<file path="src/rtl/seg7_pkg.sv">
// Shared definitions for the 7-segment frame receiver.
// Active-low segment patterns (bit0=a .. bit6=g) as driven by the hex encoders,
// plus the receiver FSM state encoding.
package seg7_pkg;

  // Active-low glyph patterns, one per hex digit.
  localparam logic [6:0] SEG_0     = 7'h40;
  localparam logic [6:0] SEG_1     = 7'h79;
  localparam logic [6:0] SEG_2     = 7'h24;
  localparam logic [6:0] SEG_3     = 7'h30;
  localparam logic [6:0] SEG_4     = 7'h19;
  localparam logic [6:0] SEG_5     = 7'h12;
  localparam logic [6:0] SEG_6     = 7'h02;
  localparam logic [6:0] SEG_7     = 7'h78;
  localparam logic [6:0] SEG_8     = 7'h00;
  localparam logic [6:0] SEG_9     = 7'h10;
  localparam logic [6:0] SEG_A     = 7'h08;
  localparam logic [6:0] SEG_B     = 7'h03;
  localparam logic [6:0] SEG_C     = 7'h46;
  localparam logic [6:0] SEG_D     = 7'h21;
  localparam logic [6:0] SEG_E     = 7'h06;
  localparam logic [6:0] SEG_F     = 7'h0E;
  // All segments off.
  localparam logic [6:0] SEG_BLANK = 7'h7F;

  typedef enum logic {
    ST_COLLECT = 1'b0,
    ST_HOLD    = 1'b1
  } state_t;

endpackage

</file>
<file path="src/rtl/seg7_pattern_decoder.sv">
// Combinational lookup: active-low 7-segment pattern -> {known, nibble}.
// Ports: i_seg (pattern in), o_known (pattern is a valid digit), o_nibble (decoded value,
// 0 when unknown). Config macro SEG7_BLANK_DIGIT_EN: blank pattern decodes as known zero.
module seg7_pattern_decoder
  import seg7_pkg::*;
(
  input  logic [6:0] i_seg,
  output logic       o_known,
  output logic [3:0] o_nibble
);

  always_comb begin
    o_known  = 1'b1;
    o_nibble = 4'h0;
    case (i_seg)
      SEG_0: o_nibble = 4'h0;
      SEG_1: o_nibble = 4'h1;
      SEG_2: o_nibble = 4'h2;
      SEG_3: o_nibble = 4'h3;
      SEG_4: o_nibble = 4'h4;
      SEG_5: o_nibble = 4'h5;
      SEG_6: o_nibble = 4'h6;
      SEG_7: o_nibble = 4'h7;
      SEG_8: o_nibble = 4'h8;
      SEG_9: o_nibble = 4'h9;
      SEG_A: o_nibble = 4'hA;
      SEG_B: o_nibble = 4'hB;
      SEG_C: o_nibble = 4'hC;
      SEG_D: o_nibble = 4'hD;
      SEG_E: o_nibble = 4'hE;
      SEG_F: o_nibble = 4'hF;
`ifdef SEG7_BLANK_DIGIT_EN
      // Leading-blank displays read as zero without flagging the frame.
      SEG_BLANK: o_nibble = 4'h0;
`endif
      default: begin
        o_known  = 1'b0;
        o_nibble = 4'h0;
      end
    endcase
  end

endmodule

</file>
<file path="src/rtl/seg7_frame_reader.sv">
// Receiver for 7-segment digit streams: decodes each pattern and assembles a frame
// (first digit most significant), then offers it until the consumer accepts it.
// Ports: i_clk, i_rst (sync, active-high), i_seg_in/i_seg_valid/i_seg_last (digit stream),
// i_value_ready (consumer accept); o_value/o_value_valid/o_digit_count/o_frame_bad/
// o_frame_long (offered frame), o_overrun (pulse: digit dropped while holding a frame).
// Config macro SEG7_BLANK_DIGIT_EN (in seg7_pattern_decoder): blank pattern reads as 0.
module seg7_frame_reader
  import seg7_pkg::*;
#(
  parameter int DIGITS = 6
) (
  input  logic                         i_clk,
  input  logic                         i_rst,
  input  logic [6:0]                   i_seg_in,
  input  logic                         i_seg_valid,
  input  logic                         i_seg_last,
  input  logic                         i_value_ready,
  output logic [4*DIGITS-1:0]          o_value,
  output logic                         o_value_valid,
  output logic [$clog2(DIGITS+1)-1:0]  o_digit_count,
  output logic                         o_frame_bad,
  output logic                         o_frame_long,
  output logic                         o_overrun
);

  localparam int VW = 4 * DIGITS;
  localparam int CW = $clog2(DIGITS + 1);

  state_t          r_state;
  logic [VW-1:0]   r_value;
  logic            r_value_valid;
  logic [CW-1:0]   r_count;
  logic            r_bad;
  logic            r_long;
  logic            r_overrun;

  logic            w_known;
  logic [3:0]      w_nibble;

  seg7_pattern_decoder u_dec (
    .i_seg    (i_seg_in),
    .o_known  (w_known),
    .o_nibble (w_nibble)
  );

  always_ff @(posedge i_clk) begin
    if (i_rst) begin
      r_state       <= ST_COLLECT;
      r_value       <= '0;
      r_value_valid <= 1'b0;
      r_count       <= '0;
      r_bad         <= 1'b0;
      r_long        <= 1'b0;
      r_overrun     <= 1'b0;
    end else begin
      r_overrun <= 1'b0;
      case (r_state)
        ST_COLLECT: begin
          if (i_seg_valid) begin
            r_value <= {r_value[VW-5:0], w_nibble};
            if (!w_known) r_bad <= 1'b1;
            // At capacity the oldest digit falls off the top; remember that it happened.
            if (r_count == CW'(DIGITS)) r_long <= 1'b1;
            else                        r_count <= r_count + 1'b1;
            if (i_seg_last) begin
              r_state       <= ST_HOLD;
              r_value_valid <= 1'b1;
            end
          end
        end
        ST_HOLD: begin
          // Frame is frozen; any digit arriving now is lost.
          if (i_seg_valid) r_overrun <= 1'b1;
          if (i_value_ready) begin
            // Clearing here makes the next short frame read with zero upper digits.
            r_state       <= ST_COLLECT;
            r_value       <= '0;
            r_value_valid <= 1'b0;
            r_count       <= '0;
            r_bad         <= 1'b0;
            r_long        <= 1'b0;
          end
        end
        default: r_state <= ST_COLLECT;
      endcase
    end
  end

  assign o_value       = r_value;
  assign o_value_valid = r_value_valid;
  assign o_digit_count = r_count;
  assign o_frame_bad   = r_bad;
  assign o_frame_long  = r_long;
  assign o_overrun     = r_overrun;

endmodule

</file>
<file path="config.mk">
export PLATFORM = sky130hd
export DESIGN_NAME = seg7_frame_reader
export DESIGN_NICKNAME = d
export VERILOG_FILES = /design/src/rtl/seg7_pkg.sv /design/src/rtl/seg7_pattern_decoder.sv /design/src/rtl/seg7_frame_reader.sv
export SDC_FILE = /design/constraint.sdc
export NUM_CORES = 1
export LEC_CHECK = 0
export CAP_MARGIN = 5
export CELL_PAD_IN_SITES_DETAIL_PLACEMENT = 1
export CELL_PAD_IN_SITES_GLOBAL_PLACEMENT = 1
export CORE_ASPECT_RATIO = 1.4
export CORE_MARGIN = 5
export CORE_UTILIZATION = 34
export CTS_CLUSTER_SIZE = 28
export DETAILED_ROUTE_END_ITERATION = 6
export PLACE_DENSITY_LB_ADDON = 0.1
export SYNTH_ARGS = -nofsm -noshare
export SYNTH_HDL_FRONTEND = slang
export SYNTH_SLANG_ARGS = --single-unit
</file>
<file path="constraint.sdc">
create_clock -name i_clk -period 2.1 [get_ports i_clk]
set_input_delay 0.63 -clock i_clk [delete_from_list [all_inputs] [get_ports i_clk]]
set_output_delay 0.63 -clock i_clk [all_outputs]
set_load 0.1 [all_outputs]
</file>
==> metrics.yaml <==
run_status:
  status: "completed"
clock_tree:
  cts_tree: "yes"
  clockRootBuffer: "clkbuf_8"
  worstSkewPairLatency_ns: 0.28
  cts.sinks: 32
  cts_buffers: 5
  htree_levels: 2
  cts_buffer_depth: 2
  cts_setup_buffers: 0
  clk_pin_slew_ns: 0.06
global_route:
  busiest_layer: "met2"
  met2_usage_pct: 39.9
  overflow: 0
  use_met1_pct: 19.2
  grt_pass1_vias: 1641
  globalRouteTotalUtil_pct: 19.3
  grt_max_degree: 24
  antenna_found_initial: 0
  grt_first_pass_wirelength_mm: 8.32
  grt_util_met3_pct: 3.24
die:
  coreArea_um2: 3990
  initial_core_util_pct: 35.6
  die_h_um: 86.4
  die_area_um2: 5580
  rows: 27
  ios: 43
  die_x_um: 64.6
placement:
  detailed_place_hpwl_mm: 3.98
  port_buffers: 42
  dp.cells: 256
  gp_congestion: 0.844
sta:
  period_share_pct: 96.8
  slew_violations: 0
  slew_headroom_pct: 73.6
  fmax_mhz: 492
  rsz0062_at_grt: "false"
  fin_skew_ns: 0.00597
  finalSetupViolCount: 0
  final_hold_viol_count: 0
  min_period_ns: 2.03
  holdWs_ns: 0.527
  tightest_slew_ns: 0.390
  fin_setup_tns_ns: 0
pwr:
  p_int_w: 0.00118
  leakagePower_nw: 1.06
  ir_drop_v: 0.000262
  p_clk_share_pct: 39.9
  seqPwrFrac_pct: 39.7
  combPwrFrac_pct: 20.3
  power_density_nw_per_um2: 632
  p_sw_w: 0.000433
  swShare_pct: 26.9
detailed_routing:
  wire_per_inst_um: 18.9
  ant_nets: 0
  drt_drc_violations_left: 0
  vias_per_cell: 5.48
  vias: 1447
  dr.pass1.iters: 4
  wl_mm: 4.99
  first_iter_violations: 74
logic_synthesis:
  syn_area_per_cell_um2: 9.65
  yosysWarnings: 0
  synth.area.top_cells: "dfxtp_1 (45%), a22o_1 (13%), nor2_1 (2.9%), nand2_1 (2.6%), xnor2_1 (1.9%)"
  synthFlopType: "dfxtp_1"
  synth-seq-area-share_pct: 45.1
  ys_ff_latch: 32
  ys_types: 45
  synth_edf_count: 0
  synth.cell_area_um2: 1420
  async_reset_ff_share_pct: 0
  synth_top_area_share_pct: 45.1
  syn_inst: 147
  synth_nets: 161
  synth_top_area_cell: "dfxtp_1"
cells_and_area:
  drive_gt1_share_pct: 37.6
  num-nets-final: 234
  final_common_cell: "buf_4"
  post-route-util_pct: 64.0
  syn_to_final_growth_pct: 79.8
  final-instance-count-excl-fill: 264
  final_cell_mix: "buf_4 (34), dfxtp_1 (32), buf_12 (32)"
  diodes: 0
worst_setup_path:
  critical-path-slowest-cell: "clkdlybuf4s50_1"
  critical_path.max_fanout: 9
  path_class: "in -> reg"
  cp-end-kind: "flip-flop"
  cpPeakStageDelay_ns: 0.42
  cp.required_ns: 2.29
  start_kind: "input port"
  worstPathCellList: "clkdlybuf4s50_1, buf_4, xor2_1, a32o_1, a221o_1, o41ai_2"
  cp.arrival_ns: 2.22
hold_path:
  hp-class: "reg -> reg"
flow_run:
  maxCapViolCount: 0
==> repair_timing <==
action | 4_1_cts | 5_1_grt
hold buffers | 0 | 0
endpoints found under the setup margin | 5 | 1
pin swaps | 1 | 1
hold endpoints to repair | 0 | 0
resized for setup | 7 | 0
==> worst max-delay path, delay by kind of cell <==
family	cells	cell delay (ns)
XOR/XNOR	1	0.15
AO/OA/AOI/OAI	3	0.85
buffers and inverters	2	0.60
==> final timing paths <==
path	cells past startpoint	start	end	slack (ns)
max reg2reg	6	o_digit_count[0]$_SDFFE_PP0P_	o_digit_count[1]$_SDFFE_PP0P_	0.60
max	6	i_seg_in[4]	o_frame_bad$_SDFFE_PP0P_	0.07
min	2	o_frame_bad$_SDFFE_PP0P_	o_frame_bad$_SDFFE_PP0P_	0.53
min reg2reg	2	o_frame_bad$_SDFFE_PP0P_	o_frame_bad$_SDFFE_PP0P_	0.53
==> synth_stat cells (all sizes together), types with 3 or more instances <==
cell type  count
nor2          11
nand3          3
a21oi          4
dfxtp         32
nand2         10
nand2b         3
clkbuf         6
nor3           4
and4           3
inv            5
xnor2          3
buf            5
a22o          22
==> per-layer routing <==
layer,vias up,part of all wire (%)
met5,-,0
met4,0,0.84
met3,5,3.4
met2,39,60
met1,710,35
li1,693,-
==> state kept, by name, indices dropped and copies added, names as in the netlist <==
signal / count
r_state: 1
o_digit_count: 3
o_value_valid: 1
o_value: 24
o_frame_long: 1
o_overrun: 1
o_frame_bad: 1
==> power by group through the flow <==
stage	combinational [W]	sequential, W	clock, W
3_3_place_gp	0.000319	0.000652	0
6_report	0.000327	0.000641	0.000644
3_5_place_dp	0.000327	0.000655	0
2_1_floorplan	0.0000896	0.000733	0
5_1_grt	0.000346	0.000642	0.000678
4_1_cts	0.000329	0.000640	0.000659
==> final cells by class <==
class                           count  area (um^2)
Clock buffer                        7         96.3
Clock inverter                      1         30.0
Fill cell                         420         1440
Inverter                            5         18.8
Multi-Input combinational cell     99          711
Sequential cell                    32          641
Tap cell                           43         53.8
Timing Repair Buffer               77         1000
==> stage by stage <==
| step | worst slack (ns) | total power (W) | instance area [um^2] |
|---|---|---|---|
| after CTS | 0.0470 | 0.00163 | 2550 |
| after detailed placement | -0.366 | 0.000981 | 2420 |
| after global placement | -0.346 | 0.000971 | 2420 |
| after floorplan | 0.0640 | 0.000823 | 1420 |
| after global routing | 0.0129 | 0.00167 | 2550 |
| final | 0.0665 | 0.00161 | 2550 |
==> cell families (layout without fill, tap and decap cells) <==
logic type      Yosys count  after routing  synth area share, %
compound gates           41             41                 24.2
xor+xnor                  5              5                 3.09
fa+ha+maj                 2              2                 1.76
buf+inv                  16             90                 5.64
flops                    32             32                 45.1
simple gates             51             51                 20.2
No activity file was read; power rests on OpenSTA's default activity.
